`src/rtl/range_filter_bank.sv`:
```
// One stage of a range-filter chain: absorbs up to SLOTS [lower,upper] ranges,
// forwards any further ranges downstream, then drops IDs falling inside a held range.
module range_filter_bank #(
  parameter int DATA_WIDTH = 64,
  parameter int SLOTS      = 4,
  parameter int CNT_WIDTH  = 16
) (
  input  logic                       clk,
  input  logic                       reset,
  input  logic                       upstream_sel,
  input  logic                       upstream_valid,
  input  logic                       upstream_last,
  input  logic [DATA_WIDTH-1:0]      upstream_data,
  output logic                       downstream_sel,
  output logic                       downstream_valid,
  output logic                       downstream_last,
  output logic [DATA_WIDTH-1:0]      downstream_data,
  output logic [$clog2(SLOTS+1)-1:0] slots_used,
  output logic [CNT_WIDTH-1:0]       ids_dropped,
  output logic [1:0]                 dbg_state
);

  localparam int SW = $clog2(SLOTS+1);

  // Handshake: a beat exists only while upstream_valid is high; there is no
  // backpressure, so every beat is consumed the cycle it is presented.
  typedef enum logic [1:0] {
    LOAD_LOWER     = 2'd0,
    LOAD_UPPER     = 2'd1,
    FORWARD_RANGES = 2'd2,
    FILTER_IDS     = 2'd3
  } state_t;

  state_t                r_state;
  logic [SW-1:0]         r_slots_used;
  logic [CNT_WIDTH-1:0]  r_ids_dropped;
  logic [DATA_WIDTH-1:0] r_lower [SLOTS];
  logic [DATA_WIDTH-1:0] r_upper [SLOTS];
  logic                  r_ds_sel;
  logic                  r_ds_valid;
  logic                  r_ds_last;
  logic [DATA_WIDTH-1:0] r_ds_data;

  logic                  w_match;
  logic [SW-1:0]         w_slots_inc;

  assign w_slots_inc = r_slots_used + SW'(1);

  // Only completed slots take part; an inverted range can never match.
  always_comb begin
    w_match = 1'b0;
    for (int i = 0; i < SLOTS; i++) begin
      if ((SW'(i) < r_slots_used) && (r_lower[i] <= upstream_data) &&
          (upstream_data <= r_upper[i]))
        w_match = 1'b1;
    end
  end

  always_ff @(posedge clk) begin
    if (reset) begin
      r_state       <= LOAD_LOWER;
      r_slots_used  <= '0;
      r_ids_dropped <= '0;
      r_ds_sel      <= 1'b0;
      r_ds_valid    <= 1'b0;
      r_ds_last     <= 1'b0;
      r_ds_data     <= '0;
    end else begin
      r_ds_valid <= 1'b0;
      r_ds_last  <= upstream_valid && upstream_sel && upstream_last;
      if (upstream_valid || upstream_sel) begin
        r_ds_sel  <= upstream_sel;
        r_ds_data <= upstream_data;
      end
      if (upstream_sel) begin
        r_ds_valid <= upstream_valid && !w_match;
        if (upstream_valid && w_match && (r_ids_dropped != '1))
          r_ids_dropped <= r_ids_dropped + CNT_WIDTH'(1);
        // A half-loaded slot is simply never counted, so it is discarded here.
        if (upstream_valid && upstream_last) begin
          r_state      <= LOAD_LOWER;
          r_slots_used <= '0;
        end else begin
          r_state <= FILTER_IDS;
        end
      end else if (upstream_valid) begin
        case (r_state)
          LOAD_LOWER: begin
            for (int i = 0; i < SLOTS; i++)
              if (SW'(i) == r_slots_used) r_lower[i] <= upstream_data;
            r_state <= LOAD_UPPER;
          end
          LOAD_UPPER: begin
            for (int i = 0; i < SLOTS; i++)
              if (SW'(i) == r_slots_used) r_upper[i] <= upstream_data;
            r_slots_used <= w_slots_inc;
            r_state      <= (w_slots_inc == SW'(SLOTS)) ? FORWARD_RANGES : LOAD_LOWER;
          end
          FORWARD_RANGES: r_ds_valid <= 1'b1;
          default: ;
        endcase
      end
    end
  end

  assign downstream_sel   = r_ds_sel;
  assign downstream_valid = r_ds_valid;
  assign downstream_last  = r_ds_last;
  assign downstream_data  = r_ds_data;
  assign slots_used       = r_slots_used;
  assign ids_dropped      = r_ids_dropped;
  assign dbg_state        = r_state;

endmodule

```
`config.mk`:
```
export PLATFORM = sky130hd
export DESIGN_NAME = range_filter_bank
export DESIGN_NICKNAME = d
export VERILOG_FILES = /design/src/rtl/range_filter_bank.sv
export SDC_FILE = /design/constraint.sdc
export NUM_CORES = 1
export LEC_CHECK = 0
export CORE_ASPECT_RATIO = 0.5
export CORE_MARGIN = 2
export CORE_UTILIZATION = 53
export CTS_CLUSTER_SIZE = 14
export DETAILED_ROUTE_END_ITERATION = 8
export PLACE_DENSITY = 0.72
export SYNTH_ARGS = -nofsm -noshare
export SYNTH_HDL_FRONTEND = slang
export SYNTH_SLANG_ARGS = --single-unit
```
`constraint.sdc`:
```
create_clock -name clk -period 14.2 [get_ports clk]
set_input_delay 2.13 -clock clk [delete_from_list [all_inputs] [get_ports clk]]
set_output_delay 2.13 -clock clk [all_outputs]
set_load 0.05 [all_outputs]
```
* Yosys cells after proc, flatten, opt, wreduce, memory -nomap -nowiden *
Memory sizes are Yosys's and may differ from the RTL's.
Cells that the tools add are included.
Widths: inputs -> output; s select.

word-level totals
  bits in registers = 88
  latch bits = 0
  memory bits (writable) = 512
  bits in read-only memories = 0
  word-level logic and storage cells = 139
  memories = 2

memory list
  memory   words  bits a word  read ports  clocked after memory_dff  write ports  line  RTL
  r_lower  4      64           4           0                         1            37    logic [DATA_WIDTH-1:0] r_lower [SLOTS];
  r_upper  4      64           4           0                         1            38    logic [DATA_WIDTH-1:0] r_upper [SLOTS];

operators by class
  add/subtract/negate cells = 2
  multiply operators = 0
  div/mod/pow operators = 0
  magnitude comparators = 12
  equality and inequality tests = 8
  shifts and indexed selects = 0
  mux-type cells = 78
  bitwise gates (word level) = 0
  reduce and logical (&&, ||, !) cells = 30

operators with widths
  operator               count
  $le 64x64->1           8
  $mux 64                6
  $reduce_or 64->1       6
  $mux 1                 57
  $mux 2                 10
  $add 16x1->16 const B  1
  $ne 16x16->1 const B   1
  $logic_and 1x1->1      14
  $mux 3                 4
  $eq 2x3->1 const A     2
  $lt 1x3->1 const A     2
  $lt 2x3->1 const A     2
  $pmux 2 s2             1
  $reduce_and 2->1       2
  $reduce_bool 2->1      2
  $add 3x1->3 const B    1
  $eq 1x3->1 const A     1
  $eq 3x3->1 const B     1
  $logic_not 3->1        1
  $reduce_and 3->1       1
  $reduce_bool 3->1      1
  $eq 2x1->1 const B     1
  $eq 2x2->1 const B     1
  $logic_not 2->1        1
  other kinds (3)        3

* Logic depth before layout (Yosys ltp) *
Gate-level depths: netlist of the first run.

  word-level depth = 11
  mapped depth = 13
  gate-level depth less buffers = 12

* Worst setup path after synthesis of the first run *
No wires, ideal clock.

  kind = input port to flip-flop
  from = in upstream_valid
  to = mem r_upper[1][0] (enable)
  library setup time = 0.487 ns
  arrival = 5.502 ns
  slack = 8.211 ns
  stages on the path = 5
  buffers on the path = 1
  cell sequence = clkbuf_1 nand2b_1 nor3_1 nand2_1 nor2_1

on the way
  longest elaborated chain between the ends = 8
  elaborated cells between the ends (all ways) = 25
  classes of those cells = mux (22); reduce/logical (3)

ends and longest elaborated chain
  item                                                                    line  RTL
  start: declaration                                                      11    input logic upstream_valid,
  $mux 1                                                                  86    end else if (upstream_valid) begin
  $mux 1                                                                  75    if (upstream_sel) begin
  $mux 1                                                                  60    if (reset) begin
  $mux 1 (not written as such)                                            95    if (SW'(i) == r_slots_used) r_upper[i] <= upstream_data;
  $reduce_or 64->1 (no source line)                                       n/a
  $mux 2 (no source line) / $mux 1 (equally long branches) (3 in series)  n/a
  end: declaration                                                        38

Several ways; a longest one is shown, not always the timed one.

* Final worst setup path of the first run *
  from = in upstream_data[54]
  to = reg r_ids_dropped[13], in the netlist ids_dropped[13]

on the way
  longest elaborated chain between the ends = 10
  elaborated cells between the ends (all ways) = 23
  classes of those cells = order compare (8); mux (4); reduce/logical (11)

ends and longest elaborated chain
  item                                 line  RTL
  start: declaration                   13    input logic [DATA_WIDTH-1:0] upstream_data,
  $le 64x64->1                         53    if ((SW'(i) < r_slots_used) && (r_lower[i] <= upstream_data) &&
  $logic_and 1x1->1 (2 in series)      53
  $mux 1 (3 in series)                 53
  $mux 1 *                             53
  $logic_and 1x1->1 * (2 in series)    77    if (upstream_valid && w_match && (r_ids_dropped != '1))
  $reduce_and 2->1 (no source line) *  n/a
  end signal: assignment               78    r_ids_dropped <= r_ids_dropped + CNT_WIDTH'(1);
  end: declaration                     36    logic [CNT_WIDTH-1:0] r_ids_dropped;

Mark *: on every way between the ends. The rest lies on a longest branch, timed or not.
A chain may end at the register's enable or synchronous reset.

==> results of run 1 <==
[stage by stage]
step	setup WS, ps	power [W]	hold slack (ps)	utilization	cells
after floorplan	8210	0.00218	669	-	2615
after global placement	5720	0.00232	437	0.585	3541
after detailed placement	6770	0.00233	442	0.586	3542
after CTS	7380	0.00379	451	0.616	3643
after global routing	7610	0.00390	472	0.616	3643
final	7780	0.00377	449	0.616	3643
[final cells by class]
type / count / area share
Clock buffer: 70 / 0.0422
Multi-Input combinational cell: 1647 / 0.354
Timing Repair Buffer: 189 / 0.0509
Tap cell: 768 / 0.0271
Clock inverter: 31 / 0.00678
Sequential cell: 600 / 0.483
Inverter: 338 / 0.0358
[cells in the final DEF (no fill, tap or decap), drive strengths merged, types with 34 or more instances in the layout]
cell | netlist | final
ha | 517 | 517
edfxtp | 512 | 512
inv | 338 | 338
nand2 | 281 | 281
a21oi | 279 | 279
clkdlybuf4s50 | 0 | 155
nand4 | 101 | 101
dfxtp | 88 | 88
o21ai | 87 | 87
nor2 | 72 | 72
clkbuf | 21 | 70
nand3 | 57 | 57
buf | 9 | 34
[registers in the layout, indices dropped and copies added (netlist names)]
register / flops
r_lower: 256
r_upper: 256
downstream_data: 64
ids_dropped: 16
slots_used: 3
dbg_state: 2
downstream_last: 1
downstream_sel: 1
downstream_valid: 1
[per-layer routing]
| metal | vias up | GRT usage | share of wire |
|---|---|---|---|
| met1 | 10100 | 0.366 | 0.46 |
| met4 | 0 | 0.0573 | 0.021 |
| met2 | 662 | 0.395 | 0.44 |
| met5 | - | 0 | 0 |
| li1 | 10100 | - | - |
| met3 | 108 | 0.0442 | 0.079 |
[report_power, final]
group | total, W | internal [W] | switching, W | leakage, nW
registers | 0.00194 | 0.00193 | 0.00000917 | 5.33
clock network | 0.00147 | 0.000813 | 0.000657 | 0.849
logic | 0.000361 | 0.000123 | 0.000238 | 8.53
[cells by family (layout without fill, tap and decap cells)]
kind of cell	after synthesis	count (layout)	synth area share
buffers and inverters	368	628	0.0449
xor gates and xnor gates	1	1	0.000283
adders and majority gates	517	517	0.209
and+or+nand+nor	626	626	0.0970
AOI/OAI and AO/OA	495	495	0.0931
DFF	600	600	0.553
muxes	8	8	0.00299
[critical path, cell delays in order]
cell and delay, ps:
sky130_fd_sc_hd__clkdlybuf4s50_1 740, sky130_fd_sc_hd__ha_1 510, sky130_fd_sc_hd__nand4_1 150, sky130_fd_sc_hd__nor4_1 310, sky130_fd_sc_hd__buf_2 250, sky130_fd_sc_hd__nand3_1 290, sky130_fd_sc_hd__nor4b_2 880, sky130_fd_sc_hd__nand3_1 350
sky130_fd_sc_hd__a22oi_1 380, sky130_fd_sc_hd__a2111oi_4 50, sky130_fd_sc_hd__buf_4 240, sky130_fd_sc_hd__nor3_1 250, sky130_fd_sc_hd__mux2_1 340
[how the worst max path moves through the flow]
stage                      startpoint                            to  depth (start not counted)
floorplan              upstream_valid       r_upper[1][0]$_DFFE_PP_                          5
global placement    upstream_data[63]   ids_dropped[0]$_SDFFE_PP0P_                         12
detailed placement  upstream_data[63]  ids_dropped[13]$_SDFFE_PP0P_                         13
CTS                 upstream_data[63]  ids_dropped[13]$_SDFFE_PP0P_                         13
global route        upstream_data[63]   ids_dropped[5]$_SDFFE_PP0P_                         13
finish              upstream_data[54]  ids_dropped[13]$_SDFFE_PP0P_                         13
==> results.env, run 1 <==
GRT_PASS1_WL_UM=118000
CLK_LATENCY_PS=590
WORST_EP_ARRIVAL_TIME_PS=6900
NUMBER_OF_INSERTED_DIODES=0
DRT_PRE_ANTENNA_ITERS=5
FIRST_ITER_VIOLATIONS=2072
SYNTH.YOSYS.SEQ_AREA_SHARE=0.553
REG2REG_DEPTH=13
YS_DOMINANT_REG_CELL='sky130_fd_sc_hd__edfxtp_1'
FINALNETCOUNT=3417
POST-DP-HPWL_UM=52800
LARGEST_AREA_CONTRIBUTOR_IN_THE_SYNTHESIZED_NETLIST='sky130_fd_sc_hd__edfxtp_1'
WL_PER_CELL_UM=20.9
VDD_IR_DROP_MAX_uV=80.7
CTS_INSERTED_BUFFERS=55
CLK_SINK_COUNT=600
WORSTREG2REGEND='ids_dropped[13]$_SDFFE_PP0P_'
FILLCELLCOUNT=4494
VIAS_IN_THE_FIRST_GLOBAL_ROUTE=20800
YS_WARN_COUNT=0
FINAL_SETUP_VIOLATING_ENDPOINTS=0
AREA_GROWTH_SYN_TO_LAYOUT_PCT=14.4
CP.REQUIRED_PS=14680
STATIC-LEAKAGE-POWER_nW=14.7
ASYNC_FLOP_SHARE=0
FINAL_HOLD_VIOL_COUNT=0
HOLD_CLASS='reg2reg'
SYN-MEAN-INSTANCE-AREA_UM2=11.9
CTS_TREE='yes'
ACTUAL_TRANSITION_AT_THE_WORST_MAX_TRANSITION_PIN_PS=1190
TIMING.REG2REG.SETUP_SLACK_PS=9860
GLOBALPLACE.CONGESTION=0.922
LAYOUT_MIN_CYCLE_TIME_PS=6420
VIA_PER_INST=5.75
CTSHTREEMAXLEVEL=2
STATUS='finished clean'
ANTENNA_FOUND_INITIAL=0
SYNTH_EDF_COUNT=512
CTSLONGESTPATHBUFFERS=3
YS_TYPES=62
WORSTHOLDSTART='downstream_data[26]$_SDFFE_PP0P_'
OVERFLOW=0
CTS_HOLD_BUF=0
STARTING_UTILIZATION_OF_THE_CORE_AREA=0.538
DRIVE_GT1_FRAC=0.0459
DIEAREA_UM2=60500
SLEW_HEADROOM=0.198
WHS_PATH_DEPTH=2
TIMING.SETUP.TNS_PS=0
DESIGN.CORE.AREA_UM2=57600
MAXCAPVIOLCOUNT=0
FIN_CRIT_SH=0.452
CELL_PWR_DENSITY_nW_PER_UM2=106
GRT_START_MAX_NET_PINS=65
CLK_PIN_SLEW_WORST_PATHS_PS=60
SYN_AREA_UM2=31000
PLACEMENTROWS=62
RSZ0062_AT_GRT='no'
MAX_FREQ_MHz=156
DETAILROUTE.VIA_COUNT=21000
ROUTE.DETAILED.DRC=0
DIE-WIDTH_UM=346
ROUTED_WIRE_LENGTH_UM=76000
SYNTH_SEQ_CELLS=600
CP_MAX_FO=24
ANTENNA_VIOLATING_NETS_POST_ROUTE=0
INSTANCE_AREA_AFTER_PLACEMENT_UM2=33700
CTS_POST_SETUP_BUFFERS_INSERTED=0
WHS_ENDPOINT='downstream_data[26]$_SDFFE_PP0P_'
WORST_SETUP_SP_TYPE='input pin'
MULTI_INPUT_AREA_UM2=12500
FINALINSTANCEAREA_UM2=35500
R2R-START='r_upper[3][51]$_DFFE_PP_'
BOUNDARYPINS=157
CLOCK-SKEW-FINAL_PS=11.0
DIE_HEIGHT_UM=175
ENDPOINT_KIND='register'
SEQUENTIAL_CELL_AREA_UM2=17100
CELLS_TAKING_THE_MOST_AREA_AFTER_SYNTHESIS='sky130_fd_sc_hd__edfxtp_1 50%, sky130_fd_sc_hd__ha_1 21%, sky130_fd_sc_hd__dfxtp_1 5.7%'
SYNTH_NETS=3201
SYNTHCELLS=2615
CP_CLASS='in2reg'
YOSYS.AREA.TOP_TYPE_SHARE=0.496
SYNTHMOSTINSTANTIATEDCELL='sky130_fd_sc_hd__ha_1'
CLK_ROOT_BUFFER_CELL='sky130_fd_sc_hd__clkbuf_16'
TRACK_USAGE=0.252
FINAL-MAX-SLEW-VIOLATION-COUNT=0
PLACE.PORT_BUFFERS=156
POSTCTSRESIZEDCELLS=0
SYNTH_COMMON_CELLS='517 x sky130_fd_sc_hd__ha_1, 512 x sky130_fd_sc_hd__edfxtp_1, 338 x sky130_fd_sc_hd__inv_1'
(Power assumes the default switching activity.)
==> inputs of run 2 (changes only) <==
==> constraint.sdc (replaced) <==
create_clock -name clk -period 6.2 [get_ports clk]
set_input_delay 0.93 -clock clk [delete_from_list [all_inputs] [get_ports clk]]
set_output_delay 0.93 -clock clk [all_outputs]
set_load 0.05 [all_outputs]
==> run 2 against run 1 <==
Critical path depth is 1 higher. Count of clock-buffer cells in the layout grew 13. Clock skew up 11 ps. Final cell count increased by 0.77%. Non-clock buffer count is 27 higher. Design area rose by 0.49%. Combinational power is 130% higher. Sequential cell count stayed put. Power up 130%. Global-route usage up 0.36 points. Largest power group unchanged.
==> results.env, run 2 (synthesized netlist as in run 1, its figures left out) <==
ROUTED_WIRE_LENGTH_UM=76800  # +1.1%
CRITPATHTOPFAMILY='simple AND/OR/NAND/NOR gates'
RSZ0062_AT_GRT='no'
ENDPOINT_KIND='register'
DIEAREA_UM2=60500  # unchanged
DIE_HEIGHT_UM=175  # unchanged
POST-DP-HPWL_UM=54700  # +3.5%
FILLCELLCOUNT=4449  # -1.0%
HIGHEST-SIGNAL-LAYER='met5'
PLACEMENTROWS=62  # unchanged
CTS_HOLD_BUF=0  # unchanged
MAXCAPVIOLCOUNT=0  # unchanged
CTSHTREEMAXLEVEL=2  # unchanged
CLK_PIN_SLEW_WORST_PATHS_PS=70  # about the same
GLOBALPLACE.CONGESTION=0.931  # +1.1%
TIMING.REG2REG.SETUP_SLACK_PS=1260  # -8600 ps
NUMBER_OF_INSERTED_DIODES=0  # unchanged
LAYOUT_MIN_CYCLE_TIME_PS=5910
CRIT_CHAIN='clkdlybuf4s50_1, ha_1, nand4_1, nor4_1, buf_4, nand3_1, nor4b_1, nand3_1, a22oi_1, a2111oi_4, buf_4, buf_4, or4_1, o21ai_0'
GRT_PASS1_WL_UM=119000  # +1.0%
DP_SLACK_PS=-30.8  # -6800 ps
HOLD_CLASS='reg2reg'
OVERFLOW=0  # unchanged
MAX_FREQ_MHz=169
CRIT_PATH_TOP_DELAY_CELL='sky130_fd_sc_hd__nor4b_1'
CP.REQUIRED_PS=6730  # -7950 ps
CP.BUFFERS_INVERTERS=4  # +1
CTS_TREE='yes'
CPPEAKSTAGEDELAY_PS=1220  # +340 ps
FIN_CRIT_SH=0.954
CLK_LATENCY_PS=610  # +20 ps
MOSTFREQUENTLAYOUTCELLS='517 x sky130_fd_sc_hd__ha_1, 512 x sky130_fd_sc_hd__edfxtp_1, 338 x sky130_fd_sc_hd__inv_1'
CTSLONGESTPATHBUFFERS=3  # unchanged
DRT_PRE_ANTENNA_ITERS=5  # unchanged
ANTENNA_FOUND_INITIAL=1  # +1
POSTCTSRESIZEDCELLS=0  # unchanged
CLK_ROOT_BUFFER_CELL='sky130_fd_sc_hd__clkbuf_16'
MET3ROUTEDLENGTH_UM=7030  # +18%
STATUS='finished clean'
STARTING_UTILIZATION_OF_THE_CORE_AREA=0.538  # unchanged
BOUNDARYPINS=157  # unchanged
FIN_WS_PS=286  # -7500 ps
FINAL_HOLD_VIOL_COUNT=0  # unchanged
FINALNETCOUNT=3443  # +0.76%
PATH_COMMON_CELL='sky130_fd_sc_hd__buf_4'
WORST_SETUP_SP_TYPE='input pin'
CTS_POST_SETUP_BUFFERS_INSERTED=0  # unchanged
DETAILROUTE.VIA_COUNT=21300  # +1.9%
CP_CLASS='in2reg'
DIE-WIDTH_UM=346  # unchanged
CELL_PWR_DENSITY_nW_PER_UM2=240  # +130%
ROUTE.DETAILED.DRC=0  # unchanged
MOST_FREQUENT_STANDARD_CELL_IN_THE_LAYOUT_EXCLUDING_FILL_AND_TAP_CELLS='sky130_fd_sc_hd__ha_1'
DRIVE_GT1_FRAC=0.0551  # +0.00920
AREA_GROWTH_SYN_TO_LAYOUT_PCT=15.0
DESIGN.CORE.AREA_UM2=57600  # unchanged
WL_PER_CELL_UM=20.9  # +0.31%
VDD_IR_DROP_MAX_uV=201  # +150%
PLACE.PORT_BUFFERS=156  # unchanged
FIN_UTIL=0.619  # +0.00300
ROUTE.LAYER.MET1.WL_UM=34800  # -0.52%
FIRST_ITER_VIOLATIONS=1857  # -10%
WORST_EP_ARRIVAL_TIME_PS=6440  # -460 ps
MET2_LENGTH_UM=33200  # -0.65%
CLK_SINK_COUNT=600  # unchanged
FINAL-MAX-SLEW-VIOLATION-COUNT=0  # unchanged
CLOCK-SKEW-FINAL_PS=22.4  # +11.4 ps
VIAS_IN_THE_FIRST_GLOBAL_ROUTE=21300  # +2.4%
CTS_INSERTED_BUFFERS=54  # -1.8%
STATIC-LEAKAGE-POWER_nW=14.9  # +0.91%
SLEW_HEADROOM=0.0777  # -0.120
VIA_PER_INST=5.82  # +1.1%
GRT_START_MAX_NET_PINS=98  # +51%
FIN_WORST_HOLD_SLACK_PS=451  # +1.36 ps
ANTENNA_VIOLATING_NETS_POST_ROUTE=0  # unchanged
FINAL_SETUP_VIOLATING_ENDPOINTS=0  # unchanged
FIN_TOTAL_PWR_W=0.00856  # +130%
ACTUAL_TRANSITION_AT_THE_WORST_MAX_TRANSITION_PIN_PS=1360  # +172 ps
TRACK_USAGE=0.255  # +0.00362
CP_MAX_FO=15  # -38%
[run 2: cell count changes in the layout (fill, tap and decap cells not counted), moves of 4 or more]
cell and delta:
sky130_fd_sc_hd__buf_4 +26, sky130_fd_sc_hd__clkbuf_8 +6, sky130_fd_sc_hd__clkbuf_1 +7, sky130_fd_sc_hd__clkinv_2 +4, sky130_fd_sc_hd__clkinv_1 -10, sky130_fd_sc_hd__bufinv_16 -4
[run 2: area by class of cell]
| cell class | instances | area [µm²] | share of cell area |
|---|---|---|---|
| clock buffers | 83 | 1600 | 0.0450 |
| clock inverters | 19 | 92.6 | 0.00260 |
| inverters | 338 | 1270 | 0.0356 |
| multi-input cells | 1647 | 12500 | 0.352 |
| flip-flops and latches | 600 | 17100 | 0.481 |
| well taps | 768 | 961 | 0.0270 |
| repair buffers | 216 | 2030 | 0.0571 |
[run 2: through the flow]
| step | instances | instance area (µm²) | setup TNS [ps] |
|---|---|---|---|
| 3_5_place_dp | 3569 | 33900 | -30.8 |
| 3_3_place_gp | 3569 | 33900 | -43.2 |
| 5_1_grt | 3671 | 35600 | 0 |
| 6_report | 3671 | 35600 | 0 |
| 4_1_cts | 3671 | 35600 | 0 |
| 2_1_floorplan | 2615 | 31000 | 0 |
[run 2: final timing paths]
kind                                                          to  cells after the start                              from
worst max-delay path                 ids_dropped[7]$_SDFFE_PP0P_                     14                 upstream_data[53]
worst min-delay path            downstream_data[21]$_SDFFE_PP0P_                      2  downstream_data[21]$_SDFFE_PP0P_
worst max register to register       ids_dropped[7]$_SDFFE_PP0P_                     14          r_upper[3][51]$_DFFE_PP_
worst min register to register  downstream_data[21]$_SDFFE_PP0P_                      2  downstream_data[21]$_SDFFE_PP0P_
[run 2: power by group]
| part | total [W] | internal [W] | leakage, nW | switching (W) |
|---|---|---|---|---|
| Clock | 0.00328 | 0.00178 | 0.844 | 0.00150 |
| Combinational | 0.000839 | 0.000290 | 8.67 | 0.000550 |
| Sequential | 0.00444 | 0.00442 | 5.33 | 0.0000207 |
[run 2: routing by layer]
| layer | up-vias | GRT usage |
|---|---|---|
| met5 | - | 0 |
| met3 | 124 | 0.0663 |
| met4 | 2 | 0.0673 |
| met2 | 719 | 0.389 |
| met1 | 10400 | 0.363 |
| li1 | 10100 | - |
[run 2: worst reg2reg max path, stage by stage (launching register included)]
cell and delay (ps):
sky130_fd_sc_hd__edfxtp_1 330, sky130_fd_sc_hd__inv_1 40, sky130_fd_sc_hd__ha_1 300, sky130_fd_sc_hd__nand4_1 170, sky130_fd_sc_hd__nor4_1 470, sky130_fd_sc_hd__buf_4 250, sky130_fd_sc_hd__nand3_1 260, sky130_fd_sc_hd__nor4b_1 1230
sky130_fd_sc_hd__nand3_1 390, sky130_fd_sc_hd__a22oi_1 410, sky130_fd_sc_hd__a2111oi_4 60, sky130_fd_sc_hd__buf_4 230, sky130_fd_sc_hd__buf_4 190, sky130_fd_sc_hd__or4_1 450, sky130_fd_sc_hd__o21ai_0 80
